File: src/rtl/multicycle_control.sv
// Multi-cycle control FSM: sequences fetch/decode/execute/memory/writeback for the
// datapath, waits on a variable-latency memory and guards each access with a timeout.
//
//  state     | meaning
//  S_RST     | held in reset, every output low
//  S_FETCH   | read instruction at PC, PC+4 on mem_ready
//  S_DECODE  | compute branch target, dispatch on opcode
//  S_MEMADR  | rs + imm for LW/SW
//  S_MEMRD   | data read at ALUOut
//  S_MEMWB   | MDR -> rt
//  S_MEMWR   | data write at ALUOut
//  S_EXEC    | R-type ALU operation
//  S_ALUWB   | ALUOut -> rd
//  S_BRANCH  | compare rs/rt, conditional PC load
//  S_ADDIEX  | rs + imm
//  S_ADDIWB  | ALUOut -> rt
//  S_JUMP    | PC <- jump target
module multicycle_control #(
    parameter int ALU_OP_W    = 4,
    parameter bit USE_MEM_RDY = 1'b1,
    parameter int MEM_TIMEOUT = 16
) (
    input  logic                clk,
    input  logic                rst_n,
    input  logic [5:0]          opcode,
    input  logic [5:0]          funct,
    input  logic                mem_ready,
    output logic                pc_write,
    output logic                pc_write_cond,
    output logic [1:0]          pc_src,
    output logic                iord,
    output logic                mem_read,
    output logic                mem_write,
    output logic                ir_write,
    output logic                reg_dst,
    output logic                mem_to_reg,
    output logic                reg_write,
    output logic                alu_src_a,
    output logic [1:0]          alu_src_b,
    output logic [ALU_OP_W-1:0] alu_op,
    output logic                illegal,
    output logic                mem_err,
    output logic [3:0]          state
);

    typedef enum logic [3:0] {
        S_RST    = 4'd0,
        S_FETCH  = 4'd1,
        S_DECODE = 4'd2,
        S_MEMADR = 4'd3,
        S_MEMRD  = 4'd4,
        S_MEMWB  = 4'd5,
        S_MEMWR  = 4'd6,
        S_EXEC   = 4'd7,
        S_ALUWB  = 4'd8,
        S_BRANCH = 4'd9,
        S_ADDIEX = 4'd10,
        S_ADDIWB = 4'd11,
        S_JUMP   = 4'd12
    } state_t;

    typedef struct packed {
        logic       pc_write;
        logic       pc_write_cond;
        logic [1:0] pc_src;
        logic       iord;
        logic       mem_read;
        logic       mem_write;
        logic       reg_dst;
        logic       mem_to_reg;
        logic       reg_write;
        logic       alu_src_a;
        logic [1:0] alu_src_b;
        logic [3:0] alu_op;
    } ctrl_t;

    localparam logic [5:0] OP_RTYPE = 6'b000000;
    localparam logic [5:0] OP_LW    = 6'b100011;
    localparam logic [5:0] OP_SW    = 6'b101011;
    localparam logic [5:0] OP_BEQ   = 6'b000100;
    localparam logic [5:0] OP_ADDI  = 6'b001000;
    localparam logic [5:0] OP_J     = 6'b000010;

    localparam logic [5:0] F_ADD = 6'b100000;
    localparam logic [5:0] F_SUB = 6'b100010;
    localparam logic [5:0] F_AND = 6'b100100;
    localparam logic [5:0] F_OR  = 6'b100101;
    localparam logic [5:0] F_SLT = 6'b101010;

    localparam logic [3:0] ALU_ADD = 4'b0010;
    localparam logic [3:0] ALU_SUB = 4'b0110;
    localparam logic [3:0] ALU_AND = 4'b0000;
    localparam logic [3:0] ALU_OR  = 4'b0001;
    localparam logic [3:0] ALU_SLT = 4'b0111;

    // Down-counter loaded with MEM_TIMEOUT-1; reaching zero while still waiting is the timeout.
    localparam int CNT_W = (MEM_TIMEOUT > 2) ? $clog2(MEM_TIMEOUT) : 1;
    localparam logic [CNT_W-1:0] WAIT_LOAD = (MEM_TIMEOUT > 0) ? CNT_W'(MEM_TIMEOUT - 1) : '0;

    state_t           r_state;
    ctrl_t            r_ctrl;
    logic [CNT_W-1:0] r_wait;

    state_t w_next;
    logic   w_ready;
    logic   w_in_mem;
    logic   w_timeout;
    logic   w_rtype_ok;
    logic   w_legal;
    logic   w_in_fetch;

    function automatic logic [3:0] funct_alu(input logic [5:0] fn);
        logic [3:0] op;
        op = ALU_ADD;
        case (fn)
            F_SUB:   op = ALU_SUB;
            F_AND:   op = ALU_AND;
            F_OR:    op = ALU_OR;
            F_SLT:   op = ALU_SLT;
            default: op = ALU_ADD;
        endcase
        return op;
    endfunction

    function automatic ctrl_t ctrl_for(input state_t s, input logic [5:0] fn);
        ctrl_t c;
        c        = '0;
        c.alu_op = ALU_ADD;
        case (s)
            S_RST:    c.alu_op = '0;
            S_FETCH:  begin c.mem_read = 1'b1; c.alu_src_b = 2'b01; end
            S_DECODE: c.alu_src_b = 2'b11;
            S_MEMADR: begin c.alu_src_a = 1'b1; c.alu_src_b = 2'b10; end
            S_MEMRD:  begin c.mem_read = 1'b1; c.iord = 1'b1; end
            S_MEMWB:  begin c.reg_write = 1'b1; c.mem_to_reg = 1'b1; end
            S_MEMWR:  begin c.mem_write = 1'b1; c.iord = 1'b1; end
            S_EXEC:   begin c.alu_src_a = 1'b1; c.alu_op = funct_alu(fn); end
            S_ALUWB:  begin c.reg_write = 1'b1; c.reg_dst = 1'b1; end
            S_BRANCH: begin
                c.alu_src_a     = 1'b1;
                c.alu_op        = ALU_SUB;
                c.pc_write_cond = 1'b1;
                c.pc_src        = 2'b01;
            end
            S_ADDIEX: begin c.alu_src_a = 1'b1; c.alu_src_b = 2'b10; end
            S_ADDIWB: c.reg_write = 1'b1;
            S_JUMP:   begin c.pc_write = 1'b1; c.pc_src = 2'b10; end
            default:  c = '0;
        endcase
        return c;
    endfunction

    always_comb begin
        w_ready    = USE_MEM_RDY ? mem_ready : 1'b1;
        w_in_fetch = (r_state == S_FETCH);
        w_in_mem   = w_in_fetch || (r_state == S_MEMRD) || (r_state == S_MEMWR);
        w_timeout  = (MEM_TIMEOUT != 0) && w_in_mem && !w_ready && (r_wait == '0);
        w_rtype_ok = funct inside {F_ADD, F_SUB, F_AND, F_OR, F_SLT};
        w_legal    = (opcode inside {OP_LW, OP_SW, OP_BEQ, OP_ADDI, OP_J})
                     || ((opcode == OP_RTYPE) && w_rtype_ok);

        w_next = r_state;
        case (r_state)
            S_RST:   w_next = S_FETCH;
            S_FETCH: if (w_ready) w_next = S_DECODE;
            S_DECODE: begin
                case (opcode)
                    OP_LW, OP_SW: w_next = S_MEMADR;
                    OP_RTYPE:     w_next = w_rtype_ok ? S_EXEC : S_FETCH;
                    OP_BEQ:       w_next = S_BRANCH;
                    OP_ADDI:      w_next = S_ADDIEX;
                    OP_J:         w_next = S_JUMP;
                    default:      w_next = S_FETCH;
                endcase
            end
            S_MEMADR: w_next = (opcode == OP_SW) ? S_MEMWR : S_MEMRD;
            S_MEMRD: begin
                if (w_ready)        w_next = S_MEMWB;
                else if (w_timeout) w_next = S_FETCH;
            end
            S_MEMWR: if (w_ready || w_timeout) w_next = S_FETCH;
            S_EXEC:   w_next = S_ALUWB;
            S_ADDIEX: w_next = S_ADDIWB;
            default:  w_next = S_FETCH;
        endcase
    end

    // Strobes are registered from the next state so they line up with the state they belong to.
    always_ff @(posedge clk) begin
        if (!rst_n) begin
            r_state <= S_RST;
            r_ctrl  <= '0;
            r_wait  <= WAIT_LOAD;
        end else begin
            r_state <= w_next;
            r_ctrl  <= ctrl_for(w_next, funct);
            if (w_in_mem && !w_ready && !w_timeout && (r_wait != '0))
                r_wait <= r_wait - CNT_W'(1);
            else
                r_wait <= WAIT_LOAD;
        end
    end

    assign pc_write      = r_ctrl.pc_write | (w_in_fetch & w_ready);
    assign ir_write      = w_in_fetch & w_ready;
    assign pc_write_cond = r_ctrl.pc_write_cond;
    assign pc_src        = r_ctrl.pc_src;
    assign iord          = r_ctrl.iord;
    assign mem_read      = r_ctrl.mem_read;
    assign mem_write     = r_ctrl.mem_write;
    assign reg_dst       = r_ctrl.reg_dst;
    assign mem_to_reg    = r_ctrl.mem_to_reg;
    assign reg_write     = r_ctrl.reg_write;
    assign alu_src_a     = r_ctrl.alu_src_a;
    assign alu_src_b     = r_ctrl.alu_src_b;
    assign alu_op        = ALU_OP_W'(r_ctrl.alu_op);
    assign illegal       = (r_state == S_DECODE) && !w_legal;
    assign mem_err       = w_timeout;
    assign state         = r_state;

endmodule

File: config.mk
export PLATFORM = sky130hd
export DESIGN_NAME = multicycle_control
export DESIGN_NICKNAME = d
export VERILOG_FILES = /design/src/rtl/multicycle_control.sv
export SDC_FILE = /design/constraint.sdc
export NUM_CORES = 1
export LEC_CHECK = 0
export ABC_AREA = 1
export CORE_ASPECT_RATIO = 1.5
export CORE_UTILIZATION = 50
export CTS_CLUSTER_SIZE = 12
export DETAILED_ROUTE_END_ITERATION = 16
export PLACE_DENSITY = 0.81
export SYNTH_ARGS = -nofsm -noshare
export SYNTH_HDL_FRONTEND = slang
export SYNTH_SLANG_ARGS = --single-unit
export TNS_END_PERCENT = 10
File: constraint.sdc
create_clock -name clk -period 2.5 [get_ports clk]
set_input_delay 0.25 -clock clk [delete_from_list [all_inputs] [get_ports clk]]
set_output_delay 0.25 -clock clk [all_outputs]
set_load 0.02 [all_outputs]
==> impl_metrics.py <==
metrics = {
    "timing": {
        "rsz0062_at_grt": "false",
        "final_hold_viol_count": 0,
        "layout_min_cycle_time_ns": 2.34,
        "max_freq_mhz": 427,
        "setup_viol": 0,
        "slew_violations": 0,
        "clock_skew_ns": 0.0109,
        "hold_slack_ns": 0.432,
        "fin_tns_setup_ns": 0,
        "post-route-period-util_pct": 93.7,
    },
    "clock_tree": {
        "path_clk_slew_ns": 0.11,
        "cts_root_buffer": "clkbuf_4",
        "hold_buffers": 0,
        "clockBufferDepth": 2,
        "cts_buffers": 3,
        "h-tree-depth": 1,
        "clock-sinks": 23,
        "insertion_delay_ns": 0.32,
        "ctsResizeCount": 0,
        "cts_tree": "built",
        "postCtsSetupRepairBufs": 0,
    },
    "critical_path": {
        "critPathTopFamily": "simple AND/OR/NAND/NOR gates",
        "crit_required_ns": 2.25,
        "critical_path_buf_inv_count": 1,
        "path_max_fanout": 8,
        "cp_slowest_cell": "clkdlybuf4s50_1",
        "critPathLaunchType": "register",
        "max_stage_delay_ns": 0.63,
        "cp_cell_sequence": "nand2_2 -> nor2_4 -> nand3_2 -> nor3b_1 -> clkdlybuf4s50_1",
        "timing_worst_setup_path_type": "reg2out",
        "worstSetupEndpointType": "primary output",
        "crit_arrival_ns": 2.09,
    },
    "power": {
        "seq_power_share_pct": 51.7,
        "power_density_nw_per_um2": 440,
        "ir_worst_vdd_mv": 0.350,
        "switchingPower_w": 0.000234,
        "sw_frac_of_total_pct": 31.0,
        "leakagePower_nw": 0.865,
        "power.internal_w": 0.000521,
        "power_frac_comb_pct": 25.7,
        "clockPowerShare_pct": 22.6,
    },
    "grt": {
        "gr-total-overflow": 0,
        "grt_max_degree": 15,
        "grt_pass1_vias": 1312,
        "grt_pass1_wl_um": 5380,
        "antenna_found_initial": 0,
        "grtUsageTotal_pct": 24.7,
    },
    "yosys": {
        "yosys_warnings": 0,
        "ys_seq_area_share_pct": 35.4,
        "syn_inst": 191,
        "syn_area_per_cell_um2": 6.82,
        "synth_area_leaders": "dfxtp_1, nand2_1, inv_1",
        "yosys.area.top_type": "dfxtp_1",
        "syn_area_um2": 1300,
        "syn_nets": 207,
        "synth_edf_count": 0,
        "synth_top_area_share_pct": 35.4,
        "yosysUniqueCellTypes": 27,
        "synth-async-reset-ratio_pct": 0,
        "ys_ff_latch": 23,
        "synthFlopType": "dfxtp_1",
    },
    "finish": {
        "fin_nets": 247,
        "drive_gt1_share_pct": 16.1,
        "final_cells": 254,
        "fill_cells": 220,
        "antenna_cells": 0,
        "fin_util_pct": 70.0,
        "syn2layout_area_growth_pct": 31.7,
    },
    "run_status": {
        "outcome": "finished, violations left",
        "violations": "design-rule violations",
    },
    "hold_path": {
        "hold_path.class": "reg2reg",
    },
    "routing": {
        "met1_length_um": 1100,
        "dr_wl_met2_um": 1690,
        "drc": 1,
        "vias_per_cell": 5.17,
        "routed-wl-met3_um": 127,
        "dr.first_iter.drc_count": 30,
        "num_vias": 1313,
        "totalWireLength_um": 3010,
        "highest_layer": "met4",
        "antenna_left": 0,
        "first_pass_iters": 11,
        "wl_per_cell_um": 11.8,
    },
    "floorplanning": {
        "dieArea_um2": 2820,
        "start_util_pct": 53.2,
        "die_x_um": 43.7,
        "row_count": 22,
        "die_h_um": 64.5,
        "coreArea_um2": 2450,
        "ios": 39,
    },
    "placed_design": {
        "dpl.hpwl_um": 2440,
        "place_congestion": 0.823,
        "port_buffers": 37,
        "dp_cells": 250,
    },
    "run": {
        "maxCapViolations": 0,
    },
}
stage by stage:
stage / instance area, um^2 / setup slack, ns / power [W]
floorplan: 1300 / 0.776 / 0.000514
global placement: 1690 / 0.339 / 0.000585
detailed placement: 1690 / 0.280 / 0.000592
CTS: 1720 / 0.172 / 0.000752
global route: 1720 / 0.0542 / 0.000804
finish: 1720 / 0.158 / 0.000755
power by group through the flow:
stage	logic (W)	clock network (W)	registers, W
6_report	0.000194	0.000170	0.000391
5_1_grt	0.000216	0.000195	0.000393
4_1_cts	0.000194	0.000168	0.000390
2_1_floorplan	0.000101	0	0.000414
3_5_place_dp	0.000193	0	0.000399
3_3_place_gp	0.000187	0	0.000398
cells in the final DEF (no fill, tap or decap):
| cell | instances |
|---|---|
| dfxtp_1 | 23 |
| xnor2_1 | 2 |
| conb_1 | 1 |
| nor2_2 | 5 |
| nand4_1 | 2 |
| inv_2 | 7 |
| and3_2 | 1 |
| a21oi_4 | 1 |
| nor3b_1 | 1 |
| nand2_1 | 38 |
| clkinv_2 | 1 |
| nand3_1 | 17 |
| or2_2 | 1 |
| a21oi_2 | 2 |
| inv_1 | 28 |
| nor3_1 | 4 |
| nand2_2 | 6 |
| o21bai_1 | 1 |
| a21oi_1 | 3 |
| ha_1 | 1 |
| clkbuf_4 | 3 |
| nand2_4 | 4 |
| clkdlybuf4s50_1 | 37 |
| nor4_1 | 4 |
| nor2_4 | 3 |
| o22ai_1 | 1 |
| nand3_2 | 3 |
| nor2_1 | 28 |
| o21ai_0 | 2 |
routing by layer:
layer  global-route usage (%)  up-vias
met2                     47.6       45
li1                         -      669
met4                     8.59        0
met1                     24.9      589
met3                     4.74       10
met5                        0        -
Yosys cell counts (3+ instances only):
| cell type | instances |
|---|---|
| dfxtp_1 | 23 |
| nand2_4 | 4 |
| inv_2 | 7 |
| nand2_2 | 6 |
| nor2_4 | 3 |
| nor2_1 | 28 |
| inv_1 | 28 |
| a21oi_1 | 3 |
| nor4_1 | 4 |
| nor2_2 | 5 |
| nor3_1 | 4 |
| nand2_1 | 38 |
| nand3_1 | 17 |
| nand3_2 | 3 |
area by class of cell:
cell class	instances	area, um^2	area share, %
timing repair buffer	37	370	21.6
clock inverter	1	5.00	0.292
multi-input combinational	131	696	40.6
inverter	35	131	7.66
sequential	23	460	26.8
tap	24	30.0	1.75
clock buffer	3	22.5	1.31
path summary, 6_finish.rpt:
path | startpoint | end | slack, ns | cells after the start
worst max-delay path | state[1] | illegal | 0.16 | 5
worst min-delay path | r_wait[0] | r_wait[0] | 0.43 | 1
worst max register to register | state[1] | alu_op[1] | 0.77 | 11
worst min register to register | r_wait[0] | r_wait[0] | 0.43 | 1
kinds of logic (layout without fill, tap and decap cells):
logic type | count (synthesis) | in the layout | synth area share [%]
AO/OA/AOI/OAI | 10 | 10 | 5.57
XOR/XNOR | 2 | 2 | 1.35
other | 1 | 1 | 0.288
flip-flops | 23 | 23 | 35.4
AND/OR/NAND/NOR | 117 | 117 | 45.2
buffers and inverters | 37 | 76 | 11.2
adder cells (fa/ha/maj) | 1 | 1 | 0.960
No activity file was read; power rests on OpenSTA's default activity.
